## src/rtl/spi_arb_pkg.sv

```systemverilog
// Shared encodings and defaults for the two-master SPI flash arbiter.
package spi_arb_pkg;

    localparam logic [1:0] ST_IDLE    = 2'd0;
    localparam logic [1:0] ST_OWN_DSP = 2'd1;
    localparam logic [1:0] ST_OWN_CPU = 2'd2;
    localparam logic [1:0] ST_GUARD   = 2'd3;

    typedef enum logic {
        OWNER_DSP = 1'b0,
        OWNER_CPU = 1'b1
    } owner_e;

    localparam int GUARD_CYCLES_DEF   = 4;
    localparam int TIMEOUT_CYCLES_DEF = 1048576;
    localparam int TMR_W_DEF          = 21;

    typedef struct packed {
        logic cs_n;
        logic sck;
        logic mosi;
    } spi_pins_t;

    // What the flash sees when nobody owns it: deselected, clock and data low.
    localparam spi_pins_t SPI_PARKED = '{cs_n: 1'b1, sck: 1'b0, mosi: 1'b0};

endpackage

```

## src/rtl/sync2.sv

```systemverilog
// Two-flop synchroniser with asynchronous reset to a selectable idle value.
module sync2 #(
    parameter logic RST_VAL = 1'b0
) (
    input  logic clk,
    input  logic rst,
    input  logic d,
    output logic q
);

    logic meta;

    always_ff @(posedge clk or posedge rst) begin
        if (rst) begin
            meta <= RST_VAL;
            q    <= RST_VAL;
        end else begin
            meta <= d;
            q    <= meta;
        end
    end

endmodule

```

## src/rtl/spi_flash_arbiter.sv

```systemverilog
// Shares one SPI flash between the DSP and CPU SPI masters with a guard gap
// between owners and a hold timeout that forces the current owner off.
module spi_flash_arbiter
    import spi_arb_pkg::*;
#(
    parameter int GUARD_CYCLES   = GUARD_CYCLES_DEF,
    parameter int TIMEOUT_CYCLES = TIMEOUT_CYCLES_DEF,
    parameter int TMR_W          = TMR_W_DEF
) (
    input  logic       sysclk,
    input  logic       reset,
    input  logic       dsp_bank_en,
    input  logic       dsp_cs_INV,
    input  logic       dsp_clk,
    input  logic       dsp_mosi,
    output logic       dsp_miso,
    input  logic       cpu_cs_INV,
    input  logic       cpu_clk,
    input  logic       cpu_mosi,
    output logic       cpu_miso,
    output logic       flash_cs_INV,
    output logic       flash_clk,
    output logic       flash_mosi,
    input  logic       flash_miso,
    output logic       grant_dsp,
    output logic       grant_cpu,
    output logic       timeout_flag,
    output logic [1:0] state
);

    localparam logic [3:0]       GUARD_LAST = 4'(GUARD_CYCLES - 1);
    localparam logic [TMR_W-1:0] TMO_LAST   =
        TMR_W'((TIMEOUT_CYCLES == 0) ? 0 : TIMEOUT_CYCLES - 1);

    logic             dsp_cs_s, cpu_cs_s, bank_s;
    logic             rearm_dsp, rearm_cpu;
    logic             req_dsp, req_cpu, tmr_hit;
    owner_e           last_owner;
    logic [1:0]       state_q;
    logic [3:0]       guard_cnt;
    logic [TMR_W-1:0] tmr;
    spi_pins_t        dsp_pins, cpu_pins, flash_pins;

    sync2 #(.RST_VAL(1'b1)) u_sync_dsp_cs (.clk(sysclk), .rst(reset), .d(dsp_cs_INV),  .q(dsp_cs_s));
    sync2 #(.RST_VAL(1'b1)) u_sync_cpu_cs (.clk(sysclk), .rst(reset), .d(cpu_cs_INV),  .q(cpu_cs_s));
    sync2 #(.RST_VAL(1'b0)) u_sync_bank   (.clk(sysclk), .rst(reset), .d(dsp_bank_en), .q(bank_s));

    assign req_dsp = ~dsp_cs_s & rearm_dsp & bank_s;
    assign req_cpu = ~cpu_cs_s & rearm_cpu;
    assign tmr_hit = (TIMEOUT_CYCLES != 0) && (tmr == TMO_LAST);

    always_ff @(posedge sysclk or posedge reset) begin
        if (reset) begin
            state_q      <= ST_IDLE;
            grant_dsp    <= 1'b0;
            grant_cpu    <= 1'b0;
            timeout_flag <= 1'b0;
            last_owner   <= OWNER_CPU;
            guard_cnt    <= '0;
            tmr          <= '0;
            rearm_dsp    <= 1'b1;
            rearm_cpu    <= 1'b1;
        end else begin
            // A master that was forced off must deassert CS before it may ask again.
            if (dsp_cs_s) rearm_dsp <= 1'b1;
            if (cpu_cs_s) rearm_cpu <= 1'b1;

            case (state_q)
                ST_IDLE: begin
                    tmr       <= '0;
                    guard_cnt <= '0;
                    if (req_dsp && (!req_cpu || last_owner == OWNER_CPU)) begin
                        state_q   <= ST_OWN_DSP;
                        grant_dsp <= 1'b1;
                    end else if (req_cpu) begin
                        state_q   <= ST_OWN_CPU;
                        grant_cpu <= 1'b1;
                    end
                end
                ST_OWN_DSP: begin
                    // req_dsp already folds in the bank enable, so a bank drop
                    // releases here without touching the timeout flag.
                    if (!req_dsp || tmr_hit) begin
                        state_q    <= ST_GUARD;
                        grant_dsp  <= 1'b0;
                        last_owner <= OWNER_DSP;
                        guard_cnt  <= '0;
                        if (req_dsp) begin
                            timeout_flag <= 1'b1;
                            rearm_dsp    <= 1'b0;
                        end
                    end else begin
                        tmr <= tmr + 1'b1;
                    end
                end
                ST_OWN_CPU: begin
                    if (!req_cpu || tmr_hit) begin
                        state_q    <= ST_GUARD;
                        grant_cpu  <= 1'b0;
                        last_owner <= OWNER_CPU;
                        guard_cnt  <= '0;
                        if (req_cpu) begin
                            timeout_flag <= 1'b1;
                            rearm_cpu    <= 1'b0;
                        end
                    end else begin
                        tmr <= tmr + 1'b1;
                    end
                end
                default: begin
                    if (guard_cnt == GUARD_LAST) state_q   <= ST_IDLE;
                    else                         guard_cnt <= guard_cnt + 1'b1;
                end
            endcase
        end
    end

    assign dsp_pins = '{cs_n: dsp_cs_INV, sck: dsp_clk, mosi: dsp_mosi};
    assign cpu_pins = '{cs_n: cpu_cs_INV, sck: cpu_clk, mosi: cpu_mosi};

    // Pins pass straight through from the registered grant so CS release is immediate.
    always_comb begin
        flash_pins = SPI_PARKED;
        if (grant_dsp)      flash_pins = dsp_pins;
        else if (grant_cpu) flash_pins = cpu_pins;
    end

    assign flash_cs_INV = flash_pins.cs_n;
    assign flash_clk    = flash_pins.sck;
    assign flash_mosi   = flash_pins.mosi;
    assign dsp_miso     = grant_dsp ? flash_miso : 1'b1;
    assign cpu_miso     = grant_cpu ? flash_miso : 1'b1;
    assign state        = state_q;

endmodule

```

## config.mk

```make
export PLATFORM = sky130hd
export DESIGN_NAME = spi_flash_arbiter
export DESIGN_NICKNAME = d
export VERILOG_FILES = /design/src/rtl/spi_arb_pkg.sv /design/src/rtl/sync2.sv /design/src/rtl/spi_flash_arbiter.sv
export SDC_FILE = /design/constraint.sdc
export NUM_CORES = 1
export LEC_CHECK = 0
export BUFFER_PORTS_ARGS = -buffer_cell sky130_fd_sc_hd__buf_2
export CORE_MARGIN = 10
export CORE_UTILIZATION = 45
export DETAILED_ROUTE_END_ITERATION = 10
export SYNTH_ARGS = -nofsm -noshare
export SYNTH_HDL_FRONTEND = slang
export SYNTH_SLANG_ARGS = --single-unit
export TNS_END_PERCENT = 30
```

## constraint.sdc

```tcl
create_clock -name sysclk -period 2.3 [get_ports sysclk]
set_input_delay 0.115 -clock sysclk [delete_from_list [all_inputs] [get_ports sysclk]]
set_output_delay 0.115 -clock sysclk [all_outputs]
set_load 0.02 [all_outputs]
```

==> flow_summary.toml <==
[run_status]
outcome = "complete, no violations"

[timing]
finalHoldViolations = 0
skew_ns = 0.0115
fin_crit_ns = 2.13
tns_ns = 0
rsz0062_at_grt = "no"
tightest_slew_ns = 0.538
period_share = 0.926
max_freq_mhz = 470
setup_violations = 0
max-slew-margin-rel = 0.638
drv_slew = 0
holdWs_ns = 0.355

[power]
ir_drop_mv = 0.514
powerDensity_nw_per_um2 = 1070
p_leak_nw = 1.17
power_mw = 2.90

[synth]
ys_seq_elements = 39
synthSimpleGateAreaFrac = 0.226
synthArstFlopShare = 1.00
synth_compound_area_frac = 0.259
synth_top_family_by_area = "compound AO/OA/AOI/OAI gates"
syn_inst = 239
ys_warn_count = 0
synthXorXnorAreaFrac = 0
synth_edf_count = 0
synth_nets = 255
yosysUniqueCellTypes = 51
synth.area.mux_share = 0.0184
synth-main-ff-cell = "dfrtp_1"
synth_fa_ha_area_frac = 0.0324
synth.avg_cell_area_um2 = 9.68
syn_area_um2 = 2310
seq_area_frac_synth = 0.426

[critical_path]
worstSetupStartpointType = "register"
ff2ff_path_depth = 6
crit_type = "register to register"
regToRegSetupSlack_ns = 0.17
crit-reg2reg-capture = "grant_dsp"
endpoint_kind = "register"
r2r_start = "tmr[0]"
cp.required_ns = 2.47
crit_arrival_ns = 2.30
crit_fanout = 5

[die]
rows = 26
start_util = 0.459
dieArea_um2 = 8410
die_w_um = 91.7
die_h_um = 91.7
core-area_um2 = 5040
io_pins = 20

[grt]
grt-ovfl-total = 0
grt_pass1_vias = 1817
grt_max_degree = 40
track_usage = 0.121
grt_pass1_wl_mm = 8.73
antenna_found_initial = 0

[clocking]
clockBufferDepth = 2
cts_buffers = 5
path_clk_slew_ns = 0.07
cts_tree = "done"
cts_root_buf = "clkbuf_8"
clock_sinks = 39
worstSkewPairLatency_ns = 0.29
htree_levels = 2

[job]
drv_cap = 0

[final_layout]
nets = 289
num-fill-cells = 464
final_cell_mix = "dfrtp_1, o31ai_1, buf_2"
fin_util = 0.538
finalInstanceArea_um2 = 2720
mostFrequentLayoutCell = "dfrtp_1"
drive_gt1_frac = 0.234
n_antenna_cell = 0
syn_to_final_growth_pct = 17.4

[worst_hold_path]
min_to = "u_sync_bank.q"
holdCritStartpoint = "u_sync_bank.meta"
hold_depth = 0
hold_path_class = "register to register"

[detailed_routing]
first_iter_violations = 120
viasPerCell = 5.67
dr.pass1.iters = 4
ant_nets = 0
vias = 1952
avgRoutedWirePerCell_um = 15.0
route.detailed.drc = 0
routed_wl_mm = 5.17

[placement]
gp_congestion = 0.811
dp_hpwl_mm = 3.51
portBuffers = 19
dpl-instance-area_um2 = 2550
==> state kept, by name, indices dropped and copies added (netlist names) <==
signal / count
u_sync_dsp_cs.q: 1
grant_cpu: 1
tmr: 21
last_owner: 1
state: 2
timeout_flag: 1
u_sync_dsp_cs.meta: 1
rearm_cpu: 1
u_sync_cpu_cs.q: 1
u_sync_cpu_cs.meta: 1
rearm_dsp: 1
guard_cnt: 4
u_sync_bank.q: 1
u_sync_bank.meta: 1
grant_dsp: 1
==> cell families (layout without fill, tap and decap cells) <==
family,after synthesis,count (layout)
buffers and inverters,19,53
adders and majority gates,6,6
AOI/OAI and AO/OA,82,82
muxes,4,4
and+or+nand+nor,89,90
DFF,39,39
==> how the worst max path moves through the flow <==
stage | from | end | slack (ns) | cells past startpoint
6_report | tmr[0] | grant_dsp | 0.17 | 6
5_1_grt | tmr[0] | grant_dsp | 0.03 | 6
4_1_cts | tmr[0] | tmr[13] | 0.08 | 7
3_5_place_dp | tmr[0] | tmr[13] | 0.09 | 7
3_3_place_gp | state[0] | tmr[13] | 0.19 | 6
2_1_floorplan | tmr[0] | tmr[19] | 0.20 | 7
==> synthesized netlist by cell type, types with 4 or more instances <==
| cell type | count | area [um2] |
|---|---|---|
| o31ai_1 | 23 | 173 |
| o41ai_1 | 5 | 43.8 |
| a21oi_1 | 11 | 55.1 |
| nand4_1 | 4 | 25.0 |
| dfstp_2 | 7 | 184 |
| dfrtp_1 | 32 | 801 |
| nand3_1 | 16 | 80.1 |
| nand2b_1 | 8 | 50.1 |
| o21ai_0 | 10 | 50.1 |
| a31oi_1 | 7 | 43.8 |
| nor2_1 | 17 | 63.8 |
| o21ai_2 | 4 | 35.0 |
| inv_1 | 8 | 30.0 |
| ha_1 | 6 | 75.1 |
| o31ai_2 | 4 | 50.1 |
| nand2_1 | 18 | 67.6 |
| clkbuf_1 | 7 | 26.3 |
==> area by class of cell <==
| class | instances | area, um2 | share of cell area |
|---|---|---|---|
| Tap cell | 70 | 87.6 | 0.0323 |
| Sequential cell | 39 | 985 | 0.363 |
| Timing Repair Buffer | 37 | 269 | 0.0991 |
| Inverter | 8 | 30.0 | 0.0111 |
| Clock buffer | 8 | 80.1 | 0.0295 |
| Multi-Input combinational cell | 182 | 1260 | 0.465 |
==> routing by layer <==
metal  wire length [um]  vias to the layer above  part of all wire  track usage
li1                   -                      982                 -            -
met1               2580                      921              0.50        0.167
met2               2200                       40              0.43        0.180
met3                310                        9             0.060       0.0367
met4                 75                        0             0.015       0.0347
met5                  0                        -                 0            0
==> power breakdown <==
| group | switching (mW) | internal, mW |
|---|---|---|
| logic | 0.972 | 0.591 |
| clock network | 0.223 | 0.215 |
| registers | 0.109 | 0.787 |
==> worst max-delay path, stage by stage, from the launching register on <==
cell,delay (ns)
dfrtp_1,0.40
ha_1,0.24
nand3_2,0.13
or4_4,0.60
nor3_4,0.26
o21ai_1,0.13
a22o_1,0.24
==> repair_timing <==
action,4_1_cts,5_1_grt
setup endpoints to repair,0,25
gates resized for setup,0,4
hold buffers,4,0
endpoints found under the hold margin,35,0
setup buffers,0,2
==> per-stage QoR <==
stage	worst slack, ns	cells
6_report	0.171	344
5_1_grt	0.0344	344
4_1_cts	0.0753	341
3_5_place_dp	0.0883	329
3_3_place_gp	0.190	329
2_1_floorplan	0.199	239
No activity file was read; power rests on OpenSTA's default activity.
